--- config.mk ---
export PLATFORM = sky130hd
export DESIGN_NAME = clk_div_prog
export DESIGN_NICKNAME = d
export VERILOG_FILES = /design/src/rtl/clk_div_prog.sv
export SDC_FILE = /design/constraint.sdc
export NUM_CORES = 1
export LEC_CHECK = 0
export BUFFER_PORTS_ARGS = -buffer_cell sky130_fd_sc_hd__buf_2
export CAP_MARGIN = 20
export CORE_ASPECT_RATIO = 1.75
export CORE_MARGIN = 2
export CORE_UTILIZATION = 36
export DETAILED_ROUTE_END_ITERATION = 8
export SYNTH_ARGS = -nofsm -noshare
export SYNTH_HDL_FRONTEND = slang
export SYNTH_SLANG_ARGS = --single-unit
export TNS_END_PERCENT = 50
--- constraint.sdc ---
create_clock -name clk -period 6.4 [get_ports clk]
set_input_delay 0.64 -clock clk [delete_from_list [all_inputs] [get_ports clk]]
set_output_delay 0.64 -clock clk [all_outputs]
set_load 0.03 [all_outputs]
--- src/rtl/clk_div_prog.sv ---
// Multi-channel programmable clock divider and period-start tick generator.
// Each channel retunes glitch-free: written settings wait for that channel's next wrap.
module clk_div_prog #(
  parameter int NUM_CH   = 2,
  parameter int CNT_W    = 19,
  parameter int DEF_DIV  = 500000,
  parameter int DEF_HIGH = 250000,
  localparam int CH_W    = (NUM_CH > 1) ? $clog2(NUM_CH) : 1
) (
  input  logic              clk,
  input  logic              rst,
  input  logic [NUM_CH-1:0] en,
  input  logic              sync,
  input  logic              wr_en,
  input  logic [CH_W-1:0]   wr_ch,
  input  logic [CNT_W-1:0]  wr_div,
  input  logic [CNT_W-1:0]  wr_high,
  output logic [NUM_CH-1:0] clk_out,
  output logic [NUM_CH-1:0] tick,
  output logic [NUM_CH-1:0] pend,
  output logic              wr_err
);

  localparam logic [CNT_W-1:0] DIV_RST  = CNT_W'(DEF_DIV);
  localparam logic [CNT_W-1:0] HIGH_RST = CNT_W'(DEF_HIGH);
  localparam logic [CNT_W-1:0] CNT_RST  = CNT_W'(DEF_DIV - 1);
  localparam logic [CNT_W-1:0] ONE      = CNT_W'(1);
  localparam logic [CNT_W-1:0] DIV_MIN  = CNT_W'(2);

  logic ch_ok;
  logic div_ok;
  logic wr_acc;

  // NOTE: every variable assigned in always_comb gets a value on every path, so no latch is inferred.
  always_comb begin
    ch_ok  = (32'(wr_ch) < 32'(NUM_CH));
    div_ok = (wr_div >= DIV_MIN);
    wr_acc = wr_en && ch_ok && div_ok;
  end

  always_ff @(posedge clk or posedge rst) begin
    if (rst) wr_err <= 1'b0;
    else     wr_err <= wr_en && !wr_acc;
  end

  for (genvar i = 0; i < NUM_CH; i++) begin : g_ch
    logic [CNT_W-1:0] cnt;
    logic [CNT_W-1:0] cnt_inc;
    logic [CNT_W-1:0] div_cur;
    logic [CNT_W-1:0] high_cur;
    logic [CNT_W-1:0] div_pend;
    logic [CNT_W-1:0] high_pend;
    logic [CNT_W-1:0] high_next;
    logic             pend_q;
    logic             clk_q;
    logic             tick_q;
    logic             wr_hit;
    logic             wrap;

    always_comb begin
      cnt_inc   = cnt + ONE;
      wr_hit    = wr_acc && (wr_ch == CH_W'(i));
      wrap      = sync || (en[i] && (cnt == div_cur - ONE));
      high_next = pend_q ? high_pend : high_cur;
    end

    always_ff @(posedge clk or posedge rst) begin
      if (rst) begin
        cnt       <= CNT_RST;
        div_cur   <= DIV_RST;
        high_cur  <= HIGH_RST;
        div_pend  <= DIV_RST;
        high_pend <= HIGH_RST;
        pend_q    <= 1'b0;
        clk_q     <= 1'b0;
        tick_q    <= 1'b0;
      end else begin
        // NOTE: non-blocking updates let a wrap apply the old pending values while
        // a same-cycle write loads the new ones; the new write is never applied here.
        if (wr_hit) begin
          div_pend  <= wr_div;
          high_pend <= wr_high;
        end
        if (wrap) begin
          cnt    <= '0;
          tick_q <= 1'b1;
          clk_q  <= (high_next != '0);
          if (pend_q) begin
            div_cur  <= div_pend;
            high_cur <= high_pend;
          end
        end else begin
          tick_q <= 1'b0;
          if (en[i]) begin
            cnt   <= cnt_inc;
            clk_q <= (cnt_inc < high_cur);
          end
        end
        if (wr_hit)    pend_q <= 1'b1;
        else if (wrap) pend_q <= 1'b0;
      end
    end

    assign clk_out[i] = clk_q;
    assign tick[i]    = tick_q;
    assign pend[i]    = pend_q;
  end

endmodule

Word-level counts from Yosys, hierarchy flattened
Cells that the tools add are included.

Memories kept: 0. Input bits: 45. Register bits after elaboration: 197. Memory bits (read-only): 0. Logic and storage cells: 60. Latch bits: 0. Output and inout bits: 7. Memory bits (writable): 0.

Equality and inequality tests: 2. Divide/modulo/power cells: 0. Mux-type cells: 16. Shift-type cells: 0. Reduce and logical (&&, ||, !) cells: 17. Add/subtract/negate cells: 4. Magnitude comparators: 3. Multiply operators: 0. Bitwise logic cells: 1.

Operators by type and width (number): 19-bit 2-to-1 mux (6); 19-bit by 1-bit adder with 19-bit output, second input constant (2); 19-bit equality test (2); 19-bit < comparator (2); 19-bit nonzero test (2); 19-bit by 1-bit subtractor with 19-bit output, second input constant (2); 19-bit by 2-bit greater-or-equal comparator with 1-bit output, second input constant (1); 1-bit 2-to-1 mux (10); 2-bit nonzero test (4); 1-bit logical AND (6); 2-bit AND reduction (2); 1-bit logical OR (2); 1-bit zero test (1); 1-bit NOT (1).

Longest topological paths before layout
Word-level depth: 6. Gate-level depth with buffers: 15. Depth with buffers taken out: 13.

Worst setup path before layout
Ideal clock, no wire load.

Kind: register to register. From: register g_ch[1].cnt[2]. To: register g_ch[1].clk_q. Clock period less this slack: 3.352 ns. Library setup time: 0.079 ns. Path slack: 3.048 ns. Buffers on the path: 2. Stages on the path, launching flop included: 16. Data arrival time: 3.273 ns. Data required time: 6.321 ns. Cell sequence: dfstp_2 -> clkbuf_1 -> and3_1 -> and3_1 -> and4_1 -> and2_1 -> clkbuf_1 -> nand2_1 -> xnor2_1 -> ha_1 -> nand4_1 -> nor2b_1 -> a2111oi_0 -> a21oi_1 -> o32a_1 -> mux2i_1.

Cells in the longest elaborated chain, start to end: 4. Elaborated cells between the ends (all ways): 8. Classes of those cells: add/sub (1); order compare (1); eq/ne (1); mux (2); reduce/logical (3).

Ends and longest elaborated chain: start: declaration (line 47) `logic [CNT_W-1:0] cnt;`; start signal: assignment (line 95) `cnt <= cnt_inc;`; 19-bit by 1-bit adder with 19-bit output / 19-bit equality test (equally long branches) (line 61, 63); 19-bit < comparator / 1-bit logical AND (equally long branches) (line 96, 63); 1-bit 2-to-1 mux / 1-bit logical OR (equally long branches) (line 94, 63); 1-bit 2-to-1 mux / 2-bit nonzero test (equally long branches); end signal: assignment (line 87) `clk_q <= (high_next != '0);`; end signal: assignment (line 96) `clk_q <= (cnt_inc < high_cur);`; end: declaration (line 55) `logic clk_q;`.

Several ways; a longest one is shown, not always the timed one. The select of a mux whose other input is x is not followed. A chain may end at the register's enable or synchronous reset.

Worst setup path after layout
From: register g_ch[1].div_cur[0]. To: register g_ch[1].pend_q.

Cells in the longest elaborated chain, start to end: 5.

Ends and longest elaborated chain: start: declaration (line 49) `logic [CNT_W-1:0] div_cur;`; start signal: assignment (line 89) `div_cur <= div_pend;`; 19-bit by 1-bit subtractor with 19-bit output (line 63) `wrap = sync || (en[i] && (cnt == div_cur - ONE));`; 19-bit equality test (line 63); 1-bit logical AND (line 63); 1-bit logical OR (line 63); 2-bit nonzero test (no line); end signal: assignment (line 74) `pend_q <= 1'b0;`; end signal: assignment (line 99) `if (wr_hit) pend_q <= 1'b1;`; end signal: assignment (line 100) `else if (wrap) pend_q <= 1'b0;`; end: declaration (line 54) `logic pend_q;`.

No other way between the ends.

==> impl_metrics.ini <==
[sta]
final-hold-violation-count = 0
hold_slack_ps = 312
slew-limit-headroom_pct = 40.9
setup-violations-final = 0
final.period_utilization_pct = 66.8
slew_viol_final = 0
finalCriticalPeriod_ps = 4280
grt_setup_unrepaired = false
fin_setup_tns_ps = 0
clock.fmax_mhz = 234
clock_skew_ps = 14.8
tightest_slew_ps = 886

[global_route]
grt_usage_pct = 18.3
grt_antenna_before_repair = 0
grt_first_pass_wirelength_microns = 49800
gr-total-overflow = 0
grt_max_degree = 119
grt_pass1_vias = 9153

[clocking]
clock_latency_ps = 450
cts.sinks = 197
cts_buffers = 17
clockBufferDepth = 2
ctsResizeCount = 0
cts_setup_buffers = 0
clkTransAtPathRegs_ps = 80
cts_tree = yes
clockRootBuffer = clkbuf_16
cts_hold_buf = 0
htree_levels = 4

[synthesis]
synth_edf_count = 0
synthFlopType = dfrtp_1
seq_area_frac_synth_pct = 42.1
synth_cell_types = 65
synth_cells = 1219
synth-seq-cells = 197
synthArstFlopShare_pct = 100
netlist_area_sq_mm = 0.0119
synthesis.nets = 1304
avgSynthCellArea_sq_um = 9.80
yosysWarningCount = 0

[power_and_ir_drop]
intPower_uw = 2330
comb_power_share_pct = 18.8
swShare_pct = 32.2
p_leak_uw = 0.00552
pwr-share-clk_pct = 32.6
seq_power_share_pct = 48.6
power.density_mw_per_mm2 = 263
power.switching_uw = 1100
vdd_ir_drop_max_mv = 0.156

[floorplanning]
die-area_sq_mm = 0.0347
fp.dieH_microns = 245
die_w_microns = 142
start_util_pct = 36.4
num_rows = 88
core_sq_mm = 0.0328
ios = 52

[placement]
placedCellCount = 1588
gp_congestion = 0.864
io_buffers = 51
dp_hpwl_microns = 22500

[final_layout]
register_area_sq_mm = 0.00503
final_cells = 1621
layout.nets = 1288
fillers = 3191
multi_input_comb_area_sq_mm = 0.00633
layout-drive-gt1-share_pct = 24.8
synthToLayoutAreaGrowth_pct = 9.09
antennaDiodeCount = 0

[setup_path]
cp_max_fo = 39
cp.arrival_ps = 4560
crit_path_start_kind = flip-flop
crit_type = flip-flop to flip-flop
crit_required_ps = 6680
end_kind = flip-flop

[drt]
route.detailed.drc = 0
vias_per_cell = 5.66
drtPass1Iterations = 5
antenna_left = 0
drt_iter0_drc = 638
wl_per_cell_microns = 19.2
num_vias = 9182
wirelength_microns = 31100

[job]
drv_cap = 0

[outcome]
status = finished, final reports clean

[worst_hold_path]
min_path_type = input pin to asynchronous set/reset pin
[final cells by class]
| cell class | instances | area share (%) |
|---|---|---|
| clock buffer | 17 | 3.26 |
| timing repair buffer | 61 | 2.63 |
| multi-input combinational | 876 | 48.6 |
| tap | 405 | 3.89 |
| sequential | 197 | 38.6 |
| inverter | 50 | 1.50 |
| clock inverter | 15 | 1.55 |
[worst paths after layout]
check                                     start              endpoint  slack (ps)  cells past startpoint
setup / recovery             g_ch[1].div_cur[0]        g_ch[1].pend_q        2120                      9
hold / removal                              rst  g_ch[0].high_pend[5]         310                      2
setup reg to reg             g_ch[1].div_cur[0]        g_ch[1].pend_q        2120                      9
hold reg to reg            g_ch[1].div_pend[15]   g_ch[1].div_cur[15]         500                      2
max in group asynchronous                   rst   g_ch[0].div_cur[16]        4880                      3
min in group clk                          wr_en                wr_err         420                      3
[Yosys cell counts (9+ instances only)]
cell      instances  area [sq um]
nand3_1          90           450
xor2_1           63           552
mux2_4           20           300
o21ai_0          33           165
dfrtp_1         119          2980
xnor2_1          48           420
clkbuf_1         66           248
inv_1            50           188
nor2_1           81           304
mux2_2           95          1070
nand4_1          55           344
nor2b_1          25           156
or4_1            10          75.1
nor3_1           14          70.1
buf_2            10          50.1
nor4_1           32           200
nand2_1          83           312
dfstp_2          78          2050
ha_1             40           500
a21oi_1          33           165
and3_1           33           206
a221oi_1         18           158
buf_4             9          67.6
[logic make-up after synthesis]
| logic type | Yosys count | synth area share, % |
|---|---|---|
| flip-flops | 197 | 42.1 |
| buffers and inverters | 146 | 5.17 |
| multiplexers | 120 | 11.9 |
| AND/OR/NAND/NOR | 464 | 20.4 |
| XOR/XNOR | 112 | 8.34 |
| adder cells (fa/ha/maj) | 40 | 4.19 |
| AO/OA/AOI/OAI | 140 | 7.95 |
[per-stage QoR]
step | setup WS, ps | cell area [sq um] | utilization, % | power, uW
after floorplan | 520 | 11900 | - | 2130
after global placement | 2320 | 12400 | 37.8 | 2310
after detailed placement | 2150 | 12400 | 37.8 | 2330
after CTS | 2130 | 13000 | 39.7 | 3460
after global routing | 1850 | 13000 | 39.7 | 3600
final | 2120 | 13000 | 39.7 | 3430
[worst max-delay path, cell delays in order, from the launching register on]
cell	delay, ps
dfrtp_1	430
inv_1	100
ha_1	320
or4b_2	720
nor4_1	470
mux2i_1	260
a211o_1	160
o21a_2	720
a21o_1	720
o21ai_0	190
[placed cells by master, fill, tap and decap left out, types with 9 or more instances in the layout]
cell / n
a21oi_1: 33
a221oi_1: 18
and3_1: 33
buf_2: 51
buf_4: 9
clkbuf_16: 17
dfrtp_1: 118
dfstp_2: 78
ha_1: 40
inv_1: 49
mux2_2: 95
mux2_4: 20
nand2_1: 83
nand3_1: 89
nand4_1: 55
nor2_1: 81
nor2b_1: 25
nor3_1: 14
nor4_1: 32
o21ai_0: 32
or4_1: 10
xnor2_1: 48
xor2_1: 63
[power by group through the flow]
stage	Combinational [uW]	Clock, uW	Sequential [uW]
CTS	647	1150	1670
detailed placement	643	0	1690
global placement	623	0	1680
finish	644	1120	1670
global route	717	1180	1700
floorplan	540	0	1590
[sequential cells by signal, indices dropped and copies added, names as in the netlist]
register        count
g_ch.cnt           38
g_ch.div_pend      38
g_ch.pend_q         2
g_ch.tick_q         2
wr_err              1
g_ch.high_cur      38
g_ch.high_pend     38
g_ch.div_cur       38
g_ch.clk_q          2
[layer usage]
metal / track usage (%) / part of all wire, % / routed length (microns) / vias up
met3: 2.34 / 2.2 / 695 / 55
met5: 0 / 0 / 0 / -
li1: - / - / - / 4325
met2: 35.3 / 57 / 17600 / 195
met1: 19.6 / 38 / 11700 / 4607
met4: 8.00 / 3.7 / 1150 / 0
No activity file was read; power rests on OpenSTA's default activity.
